<file path="src/rtl/fpu_pkg.sv">
// Shared definitions for the FPU issue block: FSM encoding, unit indices and
// the quiet-NaN pattern returned on a unit timeout.
package fpu_pkg;

    typedef enum logic [1:0] {
        ST_IDLE  = 2'd0,
        ST_ISSUE = 2'd1,
        ST_WAIT  = 2'd2,
        ST_RESP  = 2'd3
    } state_e;

    localparam logic [1:0]  UNIT_FADD = 2'd0;
    localparam logic [1:0]  UNIT_FSUB = 2'd1;
    localparam logic [1:0]  UNIT_FMUL = 2'd2;
    localparam logic [1:0]  UNIT_FDIV = 2'd3;

    localparam logic [31:0] QNAN = 32'h7FC0_0000;

endpackage

</file>
<file path="src/rtl/temp_reg.sv">
// Register primitive: synchronous active-low reset to RST_VAL, load on en.
module temp_reg #(
    parameter int             W       = 1,
    parameter logic [W-1:0]   RST_VAL = '0
) (
    input  logic         clk,
    input  logic         rstn,
    input  logic         en,
    input  logic [W-1:0] d,
    output logic [W-1:0] q
);

    always_ff @(posedge clk) begin
        if (!rstn) begin
            q <= RST_VAL;
        end else if (en) begin
            q <= d;
        end
    end

endmodule

</file>
<file path="src/rtl/fpu_issue.sv">
// Single-outstanding issue stage: captures one FP request, orders it to the
// selected unit, waits for its result (with timeout) and holds the response.
module fpu_issue
    import fpu_pkg::*;
#(
    parameter int N_UNITS        = 4,
    parameter int TIMEOUT_CYCLES = 255
) (
    input  logic                  clk,
    input  logic                  rstn,
    input  logic                  req_valid,
    output logic                  req_ready,
    input  logic [1:0]            req_unit,
    input  logic [31:0]           req_rs1,
    input  logic [31:0]           req_rs2,
    input  logic [4:0]            req_tag,
    output logic [N_UNITS-1:0]    unit_order,
    input  logic [N_UNITS-1:0]    unit_accepted,
    input  logic [N_UNITS-1:0]    unit_done,
    output logic [31:0]           unit_rs1,
    output logic [31:0]           unit_rs2,
    input  logic [32*N_UNITS-1:0] unit_rd,
    output logic                  resp_valid,
    input  logic                  resp_ready,
    output logic [31:0]           resp_data,
    output logic [4:0]            resp_tag,
    output logic                  resp_err,
    output logic                  busy
);

    logic [1:0]  state_raw;
    state_e      state_q;
    state_e      state_d;
    logic [1:0]  unit_q;
    logic [31:0] rs1_q;
    logic [31:0] rs2_q;
    logic [4:0]  tag_q;
    logic [7:0]  cnt_q;
    logic [7:0]  cnt_d;
    logic [31:0] data_q;
    logic [31:0] data_d;
    logic        err_q;
    logic        err_d;
    logic        capture;
    logic        load_resp;

    logic [N_UNITS-1:0] acc_hit;
    logic [N_UNITS-1:0] done_hit;
    logic               acc_sel;
    logic               done_sel;
    logic [31:0]        rd_sel;

    assign state_q = state_e'(state_raw);

    // Only the addressed unit's handshakes count; every other bit is masked off.
    for (genvar gi = 0; gi < N_UNITS; gi++) begin : g_unit
        assign acc_hit[gi]    = unit_accepted[gi] && (unit_q == 2'(gi));
        assign done_hit[gi]   = unit_done[gi] && (unit_q == 2'(gi));
        assign unit_order[gi] = (state_q == ST_ISSUE) && (unit_q == 2'(gi));
    end

    assign acc_sel  = |acc_hit;
    assign done_sel = |done_hit;

    always_comb begin
        rd_sel = '0;
        for (int i = 0; i < N_UNITS; i++) begin
            if (unit_q == 2'(i)) begin
                rd_sel = unit_rd[32*i +: 32];
            end
        end
    end

    always_comb begin
        state_d   = state_q;
        cnt_d     = cnt_q;
        data_d    = data_q;
        err_d     = err_q;
        capture   = 1'b0;
        load_resp = 1'b0;
        case (state_q)
            ST_IDLE: begin
                if (req_valid) begin
                    capture = 1'b1;
                    state_d = ST_ISSUE;
                end
            end
            ST_ISSUE: begin
                cnt_d = '0;
                if (acc_sel) begin
                    state_d = ST_WAIT;
                end
            end
            ST_WAIT: begin
                cnt_d = cnt_q + 8'd1;
                // A done arriving in the final allowed cycle still beats the timeout.
                if (done_sel) begin
                    data_d    = rd_sel;
                    err_d     = 1'b0;
                    load_resp = 1'b1;
                    state_d   = ST_RESP;
                end else if (cnt_q == 8'(TIMEOUT_CYCLES - 1)) begin
                    data_d    = QNAN;
                    err_d     = 1'b1;
                    load_resp = 1'b1;
                    state_d   = ST_RESP;
                end
            end
            ST_RESP: begin
                if (resp_ready) begin
                    state_d = ST_IDLE;
                end
            end
            default: state_d = ST_IDLE;
        endcase
    end

    temp_reg #(.W(2), .RST_VAL(ST_IDLE)) u_state_reg (
        .clk(clk), .rstn(rstn), .en(1'b1), .d(state_d), .q(state_raw)
    );
    temp_reg #(.W(2)) u_unit_reg (
        .clk(clk), .rstn(rstn), .en(capture), .d(req_unit), .q(unit_q)
    );
    temp_reg #(.W(32)) u_rs1_reg (
        .clk(clk), .rstn(rstn), .en(capture), .d(req_rs1), .q(rs1_q)
    );
    temp_reg #(.W(32)) u_rs2_reg (
        .clk(clk), .rstn(rstn), .en(capture), .d(req_rs2), .q(rs2_q)
    );
    temp_reg #(.W(5)) u_tag_reg (
        .clk(clk), .rstn(rstn), .en(capture), .d(req_tag), .q(tag_q)
    );
    temp_reg #(.W(8)) u_cnt_reg (
        .clk(clk), .rstn(rstn), .en(1'b1), .d(cnt_d), .q(cnt_q)
    );
    temp_reg #(.W(32)) u_data_reg (
        .clk(clk), .rstn(rstn), .en(load_resp), .d(data_d), .q(data_q)
    );
    temp_reg #(.W(1)) u_err_reg (
        .clk(clk), .rstn(rstn), .en(load_resp), .d(err_d), .q(err_q)
    );

    assign req_ready  = (state_q == ST_IDLE);
    assign busy       = (state_q != ST_IDLE);
    assign resp_valid = (state_q == ST_RESP);
    assign unit_rs1   = rs1_q;
    assign unit_rs2   = rs2_q;
    assign resp_data  = data_q;
    assign resp_tag   = tag_q;
    assign resp_err   = err_q;

endmodule

</file>
<file path="config.mk">
export PLATFORM = sky130hd
export DESIGN_NAME = fpu_issue
export DESIGN_NICKNAME = d
export VERILOG_FILES = /design/src/rtl/fpu_pkg.sv /design/src/rtl/temp_reg.sv /design/src/rtl/fpu_issue.sv
export SDC_FILE = /design/constraint.sdc
export NUM_CORES = 1
export LEC_CHECK = 0
export CORE_AREA = 2 2 123 125
export DETAILED_ROUTE_END_ITERATION = 7
export DIE_AREA = 0 0 125 127
export PLACE_DENSITY = 0.81
export RECOVER_POWER = 100
export REMOVE_ABC_BUFFERS = 1
export SYNTH_ARGS = -nofsm -noshare
export SYNTH_HDL_FRONTEND = slang
export SYNTH_SLANG_ARGS = --single-unit
</file>
<file path="constraint.sdc">
create_clock -name clk -period 2.2 [get_ports clk]
set_clock_uncertainty 0.2 [all_clocks]
set_input_delay 0.44 -clock clk [delete_from_list [all_inputs] [get_ports clk]]
set_output_delay 0.44 -clock clk [all_outputs]
set_load 0.005 [all_outputs]
</file>
# [Yosys cells after proc, flatten, opt, wreduce, memory -nomap -nowiden]
# Cells that the tools add are included.
[word_totals] ff_bits=114 output_inout_bits=109 word_cells=61
[classes] add_sub_neg=1 n_eq_ne=11 mux=20 n_reduce_logical=21
[op_table] operator="$mux W32" n=6
[op_table] operator="$pmux W8 S2" n=1
[op_table] operator="$logic_and A1 B1 Y1" n=12
[op_table] operator="$mux W2" n=5
[op_table] operator="$add A8 B1 Y8 const B" n=1
[op_table] operator="$eq A2 B2 Y1 const B" n=4
[op_table] operator="$eq A8 B8 Y1 const B" n=1
[op_table] operator="$pmux W2 S4" n=1
[op_table] operator="$reduce_or A4 Y1" n=2
[op_table] operator="$mux W1" n=7
[op_table] operator="$reduce_bool A2 Y1" n=3
[op_table] operator="$eq A2 B1 Y1 const B" n=2
[op_table] operator="$logic_not A2 Y1" n=2
[op_table] operator="$ne A2 B2 Y1 const B" n=2
[op_table] operator="$reduce_and A4 Y1" n=1
[op_table] operator="$ne A3 B3 Y1 const B" n=1
[op_table] operator="$reduce_and A3 Y1" n=1
[op_table] operator="$ne A2 B1 Y1 const B" n=1

# [Depth between registers and ports, before layout]
# Gate-level depths: netlist (run 1).
[logic_depth] ltp_word=6 ltp_mapped=7 ltp_nobuf=6

# [Hierarchy]
# A second synthesis (run 1) with hierarchy kept.
[unflattened] hier_cells=584 hier_area_um2=6115.9
[by_module_without_submodules] module="temp_reg at u_data_reg ..." instances=3 cells_each=103 area_per_inst_um2=1243.7
[by_module_without_submodules] module="fpu_issue" instances=1 cells_each=219 area_per_inst_um2=1709.1
[by_module_without_submodules] module="temp_reg at u_cnt_reg" instances=1 cells_each=25 area_per_inst_um2=301.5
[by_module_without_submodules] module="temp_reg at u_tag_reg" instances=1 cells_each=16 area_per_inst_um2=192.7
[by_module_without_submodules] module="temp_reg at u_state_reg ..." instances=2 cells_each=6 area_per_inst_um2=72.6
[by_module_without_submodules] module="temp_reg at u_err_reg" instances=1 cells_each=3 area_per_inst_um2=36.3

# [Least setup slack after synthesis (run 1)]
# Ideal clock, no wire load.
[synth_timing] path_kind="register -> register" from="reg u_unit_reg.q[0]" to="reg u_data_reg.q[10]" setup_time_ps=117 arrival_time_ps=1586 setup_slack_ps=298 stages_incl_launch_ff=5 path_buffers=2 path_cell_list="dfxtp_1 -> buf_4 -> buf_2 -> mux4_2 -> a22o_1"
[synth_via] elab_chain_len=6
[synth_lines] element="start, declared" line_no="temp_reg.sv:10" rtl="output logic [W-1:0] q"
[synth_lines] element="start signal, assigned" line_no="temp_reg.sv:15" rtl="q <= RST_VAL;"
[synth_lines] element="start signal, assigned" line_no="temp_reg.sv:17" rtl="q <= d;"
[synth_lines] element="$eq A2 B1 Y1 (tied with other cells)" line_no="fpu_issue.sv:58, fpu_issue.sv:68"
[synth_lines] element="$logic_and A1 B1 Y1 / $mux W32 (equally long branches)" line_no="fpu_issue.sv:58, fpu_issue.sv:68"
[synth_lines] element="$reduce_or A4 Y1 / $mux W32 (equally long branches)" line_no="fpu_issue.sv:63, fpu_issue.sv:68"
[synth_lines] element="$mux W1 / $mux W32 (equally long branches)" line_no="fpu_issue.sv:97, fpu_issue.sv:68"
[synth_lines] element="$mux W1 / $mux W32 (equally long branches)" line_no="fpu_issue.sv:81, fpu_issue.sv:68"
[synth_lines] element="$reduce_and A3 Y1 (no line) / $mux W32 (equally long branches)"
[synth_lines] element="end signal, assigned" line_no="temp_reg.sv:15"
[synth_lines] element="end signal, assigned" line_no="temp_reg.sv:17"
[synth_lines] element="end, declared" line_no="temp_reg.sv:10"
# Parallel ways exist; a longest one is shown, timed or not.
# A chain may end at the register's enable or synchronous reset.

# [Worst setup path after layout (run 1)]
[layout_timing] from="reg u_state_reg.q[1]" to="out req_ready"
[layout_via] elab_chain_len=1
[layout_lines] element="start, declared" line_no="temp_reg.sv:10"
[layout_lines] element="start signal, assigned" line_no="temp_reg.sv:15"
[layout_lines] element="start signal, assigned" line_no="temp_reg.sv:17"
[layout_lines] element="$logic_not A2 Y1" line_no="fpu_issue.sv:143" rtl="assign req_ready = (state_q == ST_IDLE);"
[layout_lines] element="end, declared" line_no="fpu_issue.sv:12" rtl="output logic req_ready,"
# Every way passes these cells.

==> results.sh, run 1 <==
export IMPL_status="finished clean"
export IMPL_start_util=0.3358
export IMPL_cp_required_ns=1.56
export IMPL_synthFlopType="dfxtp_1"
export IMPL_drc=0
export IMPL_die_area_um2=15880
export IMPL_clk_pin_slew_ns=0.05
export IMPL_firstDrtPassIters=4
export IMPL_synthTopCellsByArea="dfxtp_1 47%, mux4_2 15%, nand2_1 12%"
export IMPL_grt_pass1_wl_mm=27.37
export IMPL_clock_sinks=114
export IMPL_clockRootBuffer="clkbuf_16"
export IMPL_ys_seq_area_frac=0.4712
export IMPL_core_area_um2=14420
export IMPL_tritoncts="yes"
export IMPL_fp_dieH_um=127
export IMPL_met3_usage=0.06951
export IMPL_ctsHoldBuffers=0
export IMPL_power_per_cell_area_nw_per_um2=890.1
export IMPL_endpoint_kind="output pin"
export IMPL_clkLatencyLatePin_ns=0.41
export IMPL_cts_path_max_buffers=2
export IMPL_crit_arrival_ns=1.51
export IMPL_numPortBuffers=319
export IMPL_grt_ovfl_total=0
export IMPL_use_met2=0.3913
export IMPL_synth_top_area_frac=0.4712
export IMPL_row_count=44
export IMPL_synth_cell_types=35
export IMPL_busiest_layer="met2"
export IMPL_finalCritPeriodShare=0.9763
export IMPL_netlist_area_um2=4843
export IMPL_ys_seq_elements=114
export IMPL_worst_pin_slew_ns=0.8064
export IMPL_syn_inst=501
export IMPL_routed_wl_mm=17.94
export IMPL_synthDominantAreaCellType="dfxtp_1"
export IMPL_hp_class="reg -> reg"
export IMPL_layout_min_cycle_time_ns=2.148
export IMPL_ir_drop_v=0.0007423
export IMPL_drv_slew=0
export IMPL_hold_viol=0
export IMPL_htree_levels=4
export IMPL_setup_violations=0
export IMPL_area_growth_pct=84.86
export IMPL_fmaxAchievable_mhz=465.6
export IMPL_syn_area_per_cell_um2=9.667
export IMPL_nets=1041
export IMPL_async_flop_share=0
export IMPL_grt_use_total=0.2220
export IMPL_vias=4983
export IMPL_routedWlPerCell_um=17.59
export IMPL_grt_max_degree=47
export IMPL_synth_edf_count=0
export IMPL_use_met1=0.2563
export IMPL_yosys_warnings=0
export IMPL_vias_per_cell=4.885
export IMPL_num_fill_cells=1225
export IMPL_drive_gt1_frac=0.1196
export IMPL_cts_buffers=17
export IMPL_finalPower_mw=7.970
export IMPL_max_cap_viol_count=0
export IMPL_drtIter0Drc=224
export IMPL_startpoint_type="register"
export IMPL_num_antenna_cells=0
export IMPL_fin_tns_setup_ns=0
export IMPL_ioPinCount=320
export IMPL_grt_pass1_vias=4924
export IMPL_p_leak_nw=3.590
export IMPL_chipWidth_um=125
export IMPL_cp_max_fo=4
export IMPL_crit_type="reg -> out"
export IMPL_gp_congestion=0.8007
export IMPL_antenna_left=0
export IMPL_antenna_found_initial=0
export IMPL_max_slew_margin=0.4624
export IMPL_dpl_hpwl_mm=13.76
==> timing repair <==
item | 4_1_cts | 5_1_grt
setup endpoints to repair | 6 | 17
hold endpoints to repair | 0 | 0
gates resized for setup | 11 | 8
buffers inserted | 2 | 0
==> cells by family after synthesis <==
group	share of synthesized area
AND/OR/NAND/NOR	0.1460
AO/OA/AOI/OAI	0.1589
flip-flops	0.4712
buffers and inverters	0.04133
multiplexers	0.1555
adder cells (fa/ha/maj)	0.01808
XOR/XNOR	0.009041
==> layout by cell type, fill, tap and decap left out, drive strengths merged <==
cell,count
o211a,2
a22o,23
nor2b,2
buf,19
a21oi,74
a31oi,1
ha,7
nand2,151
inv,9
and2,1
clkinvlp,7
o21a,1
dlygate4sd2,3
xnor2,1
nor3,1
o22ai,1
o21ai,2
clkinv,2
bufinv,2
clkdlybuf4s50,211
mux4,33
and3,2
nor2,16
a2111oi,1
or3,1
clkbuf,24
xor2,4
dfxtp,114
a211oi,2
clkdlybuf4s15,1
o221a,9
mux2i,1
or4b,1
dlygate4sd3,102
nand2b,1
clkdlybuf4s25,1
nand4,3
==> registers in the layout, summed over array words and instances, names as in the netlist <==
name,count
u_rs2_reg.q,32
u_data_reg.q,32
u_cnt_reg.q,8
u_tag_reg.q,5
u_err_reg.q,1
u_state_reg.q,2
u_rs1_reg.q,32
u_unit_reg.q,2
==> Yosys cell counts (3+ instances only) <==
| library cell | number |
|---|---|
| nor2_1 | 15 |
| nand2_1 | 151 |
| o221a_1 | 9 |
| a22o_1 | 23 |
| dfxtp_1 | 114 |
| nand4_1 | 3 |
| ha_1 | 7 |
| xor2_1 | 4 |
| clkbuf_1 | 26 |
| mux4_2 | 33 |
| a21oi_1 | 74 |
| buf_2 | 7 |
| inv_1 | 7 |
==> metal layers <==
metal | up-vias | part of all wire
li1 | 2405 | -
met1 | 2369 | 0.39
met2 | 185 | 0.52
met3 | 24 | 0.069
met4 | 0 | 0.020
met5 | - | 0
==> per-stage QoR <==
step                worst slack, ns  area [µm²]  hold WS, ns  cells  utilization
global placement            -0.1439        8348       0.2405    986       0.5788
floorplan                    -1.450        4677       0.2527    464            -
finish                      0.05206        8954       0.2477   1020       0.6207
CTS                        0.001136        8975       0.2532   1020       0.6222
detailed placement          -0.1583        8348       0.2453    986       0.5788
global route             -0.0003730        8954       0.2650   1020       0.6207
==> worst paths after layout <==
check	startpoint	end	slack (ns)	cells after the start
setup / recovery	u_state_reg.q[1]	req_ready	0.05	3
hold / removal	u_rs1_reg.q[24]	u_rs1_reg.q[24]	0.25	2
setup reg to reg	u_state_reg.q[0]	u_state_reg.q[0]	0.06	7
hold reg to reg	u_rs1_reg.q[24]	u_rs1_reg.q[24]	0.25	2
==> report_power, final <==
part | switching (mW) | internal (mW)
clock | 0.964 | 1.76
sequential | 0.170 | 2.38
combinational | 1.24 | 1.46
total | 2.37 | 5.60
==> worst max-delay path, cell delays in order (launching register included) <==
cell and delay, ns:
dfxtp_2 0.34, inv_2 0.09, ha_4 0.16, clkdlybuf4s50_1 0.52
==> layout make-up <==
type	instances	area [µm²]	area share
Clock buffer	21	470.5	0.05254
Clock inverter	11	130.1	0.01453
Inverter	9	33.78	0.003773
Multi-Input combinational cell	341	2394	0.2673
Sequential cell	114	2288	0.2556
Tap cell	184	230.2	0.02571
Timing Repair Buffer	340	3407	0.3805
(Power assumes the default switching activity.)
==> run 2, diff against run 1 <==
--- a/config.mk
+++ b/config.mk
@@ -8,9 +8,11 @@
 export CORE_AREA = 2 2 123 125
 export DETAILED_ROUTE_END_ITERATION = 7
 export DIE_AREA = 0 0 125 127
+export MAX_ROUTING_LAYER = met4
 export PLACE_DENSITY = 0.81
 export RECOVER_POWER = 100
 export REMOVE_ABC_BUFFERS = 1
+export SETUP_SLACK_MARGIN = 0.02
 export SYNTH_ARGS = -nofsm -noshare
 export SYNTH_HDL_FRONTEND = slang
 export SYNTH_SLANG_ARGS = --single-unit
==> results.sh, run 2 (synthesis results as in run 1) <==
export IMPL_power_frac_comb=0.333
export IMPL_cp_max_fo=3
export IMPL_cts_buffers=17
export IMPL_top_regs="u_data_reg.q x32, u_rs1_reg.q x32, u_rs2_reg.q x32"
export IMPL_fp_dieH_um=127
export IMPL_clock_sinks=114
export IMPL_firstDrtPassIters=4
export IMPL_drv_slew=0
export IMPL_reg2reg_to="u_data_reg.q[11]"
export IMPL_core_area_um2=14420
export IMPL_worst_path_buf_inv=2
export IMPL_rrSetupSlack_ns=0.10
export IMPL_r2r_start="u_unit_reg.q[1]"
export IMPL_clkLatencyLatePin_ns=0.41
export IMPL_p_sw_frac=0.2987
export IMPL_grt_pass1_wl_mm=27.49
export IMPL_dpl_hpwl_mm=13.76
export IMPL_slowest_stage="dfxtp_2"
export IMPL_startpoint_type="register"
export IMPL_hold_depth=2
export IMPL_ctsHoldBuffers=0
export IMPL_chipWidth_um=125
export IMPL_final_common_cell="clkdlybuf4s50_1"
export IMPL_ir_drop_v=0.0006690
export IMPL_crit_type="reg -> out"
export IMPL_power_switching_mw=2.366
export IMPL_hold_viol=0
export IMPL_worst_pin_slew_ns=0.6853
export IMPL_nets=1042
export IMPL_critical_path_max_stage_delay_ns=0.34
export IMPL_numPortBuffers=319
export IMPL_drtIter0Drc=200
export IMPL_num_antenna_cells=0
export IMPL_hp_class="reg -> reg"
export IMPL_vias_per_cell=4.868
export IMPL_routed_wl_mm=17.94
export IMPL_final_cell_mix="210 x clkdlybuf4s50_1, 149 x nand2_1, 112 x dfxtp_1"
export IMPL_drive_gt1_frac=0.1219
export IMPL_gp_congestion=0.8122
export IMPL_area_growth_pct=84.42
export IMPL_p_clk_frac=0.344
export IMPL_status="finished clean"
export IMPL_clockRootBuffer="clkbuf_16"
export IMPL_start_util=0.3358
export IMPL_min_to="u_rs1_reg.q[24]"
export IMPL_p_leak_nw=3.592
export IMPL_reg2regPathDepth=6
export IMPL_drc=0
export IMPL_vias=4970
export IMPL_antenna_left=0
export IMPL_cp_top_family="buffers and inverters"
export IMPL_max_cap_viol_count=0
export IMPL_grt_max_degree=47
export IMPL_crit_arrival_ns=1.46
export IMPL_htree_levels=4
export IMPL_final_util=0.6193
export IMPL_endpoint_kind="output pin"
export IMPL_hold_start="u_rs1_reg.q[24]"
export IMPL_finalPower_mw=7.922
export IMPL_grt_use_total=0.2296
export IMPL_antenna_found_initial=0
export IMPL_clk_pin_slew_ns=0.05
export IMPL_ioPinCount=320
export IMPL_cts_path_max_buffers=2
export IMPL_rsz0062_at_grt="no"
export IMPL_power_per_cell_area_nw_per_um2=886.9
export IMPL_row_count=44
export IMPL_tritoncts="yes"
export IMPL_die_area_um2=15880
export IMPL_grt_pass1_vias=4948
export IMPL_cp_required_ns=1.56
export IMPL_routedWlPerCell_um=17.57
export IMPL_internal_power_mw=5.556
export IMPL_layout_min_cycle_time_ns=2.099
export IMPL_seq_power_share=0.322
export IMPL_max_slew_margin=0.5383
export IMPL_crit_path_cell_trace="buf_4, ha_2, nand2_2, nor2_1, dlygate4sd2_1"
export IMPL_fmaxAchievable_mhz=476.5
export IMPL_setup_violations=0
export IMPL_finalCritPeriodShare=0.9540
export IMPL_grt_ovfl_total=0
## run 2: metal layers
layer  track usage  part of all wire  up-vias
met5             -                 0        -
met4       0.07582             0.020        0
met3       0.06868             0.063       26
met2        0.3923              0.52      169
met1        0.2590              0.40     2364
li1              -                 -     2411
## run 2: through the flow
stage	std cells	cell area, µm²	setup WS [ns]	TNS, ns	hold WS (ns)
2_1_floorplan	464	4677	-1.450	-59.04	0.2527
3_3_place_gp	986	8348	-0.1439	-4.038	0.2405
3_5_place_dp	986	8348	-0.1583	-4.442	0.2453
4_1_cts	1021	8982	0.004666	0	0.2532
5_1_grt	1021	8932	0.03185	0	0.2650
6_report	1021	8932	0.1013	0	0.2485
## run 2: power by group through the flow
stage	Clock [mW]	Sequential, mW	Combinational [mW]
CTS	2.78	2.57	2.87
global placement	0	2.59	2.74
floorplan	0	2.67	1.12
global route	2.89	2.59	2.89
finish	2.73	2.55	2.64
detailed placement	0	2.61	2.79
## run 2: worst max-delay path by stage
stage | depth (start not counted) | slack, ns | from | end
finish | 5 | 0.10 | u_state_reg.q[0] | unit_order[2]
global route | 5 | 0.03 | u_state_reg.q[0] | unit_order[1]
CTS | 3 | 0.005 | u_state_reg.q[0] | req_ready
detailed placement | 6 | -0.16 | unit_done[2] | u_data_reg.q[20]
global placement | 6 | -0.14 | unit_done[2] | u_data_reg.q[0]
floorplan | 4 | -1.45 | u_unit_reg.q[0] | u_data_reg.q[21]
## run 2: worst min-delay path: stages (launching register included)
cell     delay, ns
dfxtp_1       0.30
nand2_1       0.05
a21oi_1       0.05
## run 2: final cells by class
| cell class | instances | area, µm² |
|---|---|---|
| repair buffers | 341 | 3412 |
| inverters | 9 | 33.78 |
| clock inverters | 11 | 130.1 |
| clock buffers | 21 | 470.5 |
| multi-input cells | 341 | 2369 |
| well taps | 184 | 230.2 |
| fillers | 1225 | 5492 |
| flip-flops and latches | 114 | 2287 |
## run 2: what timing repair did
| item | in CTS | in global routing |
|---|---|---|
| pin swaps | 1 | 1 |
| setup buffers | 3 | 0 |
| gates resized for setup | 11 | 12 |
| setup endpoints to repair | 6 | 29 |
==> run 3, diff against run 2 <==
--- a/config.mk
+++ b/config.mk
@@ -6,6 +6,7 @@
 export NUM_CORES = 1
 export LEC_CHECK = 0
 export CORE_AREA = 2 2 123 125
+export CTS_BUF_LIST = sky130_fd_sc_hd__clkbuf_16
 export DETAILED_ROUTE_END_ITERATION = 7
 export DIE_AREA = 0 0 125 127
 export MAX_ROUTING_LAYER = met4
==> results.sh, run 3 (synthesis results as in run 1) <==
export IMPL_setup_violations=0
export IMPL_final_cell_mix="210 x clkdlybuf4s50_1, 149 x nand2_1, 112 x dfxtp_1"
export IMPL_cp_top_family="buffers and inverters"
export IMPL_startpoint_type="register"
export IMPL_clock_sinks=114
export IMPL_p_leak_nw=3.579
export IMPL_crit_type="reg -> out"
export IMPL_cp_max_fo=3
export IMPL_grt_use_total=0.2284
export IMPL_endpoint_kind="output pin"
export IMPL_max_slew_margin=0.5383
export IMPL_die_area_um2=15880
export IMPL_htree_levels=4
export IMPL_core_area_um2=14420
export IMPL_start_util=0.3358
export IMPL_drc=0
export IMPL_dpl_hpwl_mm=13.76
export IMPL_clkLatencyLatePin_ns=0.41
export IMPL_fin_tns_setup_ns=0
export IMPL_firstDrtPassIters=4
export IMPL_row_count=44
export IMPL_vias=4976
export IMPL_numPortBuffers=319
export IMPL_ioPinCount=320
export IMPL_power_per_cell_area_nw_per_um2=876.8
export IMPL_crit_path_cell_trace="buf_4, ha_2, nand2_2, nor2_1, dlygate4sd2_1"
export IMPL_num_antenna_cells=0
export IMPL_grt_max_degree=47
export IMPL_routed_wl_mm=17.88
export IMPL_drv_slew=0
export IMPL_finalCritPeriodShare=0.9533
export IMPL_finalPower_mw=7.805
export IMPL_grt_ovfl_total=0
export IMPL_met3_usage=0.06868
export IMPL_fmaxAchievable_mhz=476.8
export IMPL_nets=1042
export IMPL_top_regs="u_data_reg.q x32, u_rs1_reg.q x32, u_rs2_reg.q x32"
export IMPL_grt_pass1_vias=4935
export IMPL_antenna_left=0
export IMPL_worst_pin_slew_ns=0.6853
export IMPL_chipWidth_um=125
export IMPL_worst_path_buf_inv=2
export IMPL_busiest_layer="met2"
export IMPL_drive_gt1_frac=0.1183
export IMPL_routedWlPerCell_um=17.51
export IMPL_use_met2=0.3887
export IMPL_rsz0062_at_grt="no"
export IMPL_drtIter0Drc=228
export IMPL_clk_pin_slew_ns=0.05
export IMPL_antenna_found_initial=0
export IMPL_clockRootBuffer="clkbuf_16"
export IMPL_hold_viol=0
export IMPL_use_met1=0.2563
export IMPL_slowest_stage="dfxtp_2"
export IMPL_status="finished clean"
export IMPL_final_common_cell="clkdlybuf4s50_1"
export IMPL_max_cap_viol_count=0
export IMPL_tritoncts="yes"
export IMPL_ir_drop_v=0.0006688
export IMPL_critical_path_max_stage_delay_ns=0.34
export IMPL_grt_pass1_wl_mm=27.32
export IMPL_cts_path_max_buffers=2
export IMPL_vias_per_cell=4.874
export IMPL_fp_dieH_um=127
export IMPL_instances_no_fill=1021
export IMPL_gp_congestion=0.8122
export IMPL_crit_arrival_ns=1.46
export IMPL_layout_min_cycle_time_ns=2.097
export IMPL_dp_cells=986
export IMPL_hp_class="reg -> reg"
export IMPL_final_util=0.6172
export IMPL_area_growth_pct=83.80
export IMPL_cp_required_ns=1.56
export IMPL_cts_buffers=17
[run 3: changes by cell type in the layout (fill, tap and decap cells not counted), sizes merged]
cell    change
inv         +1
clkinv      +3
clkbuf      -4
[run 3: cell type report]
type | count | area [µm²]
fill | 1225 | 5522
timing repair buffer | 341 | 3412
multi-input combinational | 341 | 2369
sequential | 114 | 2287
clock buffer | 17 | 425.4
tap | 184 | 230.2
clock inverter | 15 | 145.1
inverter | 9 | 33.78
[run 3: path summary, 6_finish.rpt]
check,start,to,slack [ns],cells after the start
worst max-delay path,u_state_reg.q[0],unit_order[2],0.10,5
worst min-delay path,u_rs1_reg.q[24],u_rs1_reg.q[24],0.25,2
worst max register to register,u_unit_reg.q[1],u_data_reg.q[11],0.12,6
worst min register to register,u_rs1_reg.q[24],u_rs1_reg.q[24],0.25,2
[run 3: per-stage QoR]
stage / setup slack (ns) / instance area, µm² / hold WS, ns
2_1_floorplan: -1.450 / 4677 / 0.2527
3_3_place_gp: -0.1439 / 8348 / 0.2405
3_5_place_dp: -0.1583 / 8348 / 0.2453
4_1_cts: 0.004666 / 8952 / 0.2532
5_1_grt: 0.03185 / 8902 / 0.2650
6_report: 0.1026 / 8902 / 0.2465
[run 3: report_power, final]
part	internal (mW)	leakage (nW)	switching (mW)
Combinational	1.42	2.39	1.23
Clock	1.65	0.257	0.964
Sequential	2.38	0.931	0.169
[run 3: tightest hold or removal path: stages, from the launching register on]
cell and delay (ns):
dfxtp_1 0.30, nand2_1 0.05, a21oi_1 0.05
[run 3: timing repair]
| item | in CTS | in global routing |
|---|---|---|
| gates cloned | 0 | 0 |
| gates resized for setup | 11 | 12 |
| buffers inserted | 3 | 0 |
| hold buffers | 0 | 0 |
| setup endpoints to repair | 6 | 29 |
| pin swaps | 1 | 1 |
[run 3: layer usage]
metal  up-vias  part of all wire
met1      2360              0.39
met5         -                 0
met3        30             0.070
met4         0             0.023
li1       2411                 -
met2       175              0.52
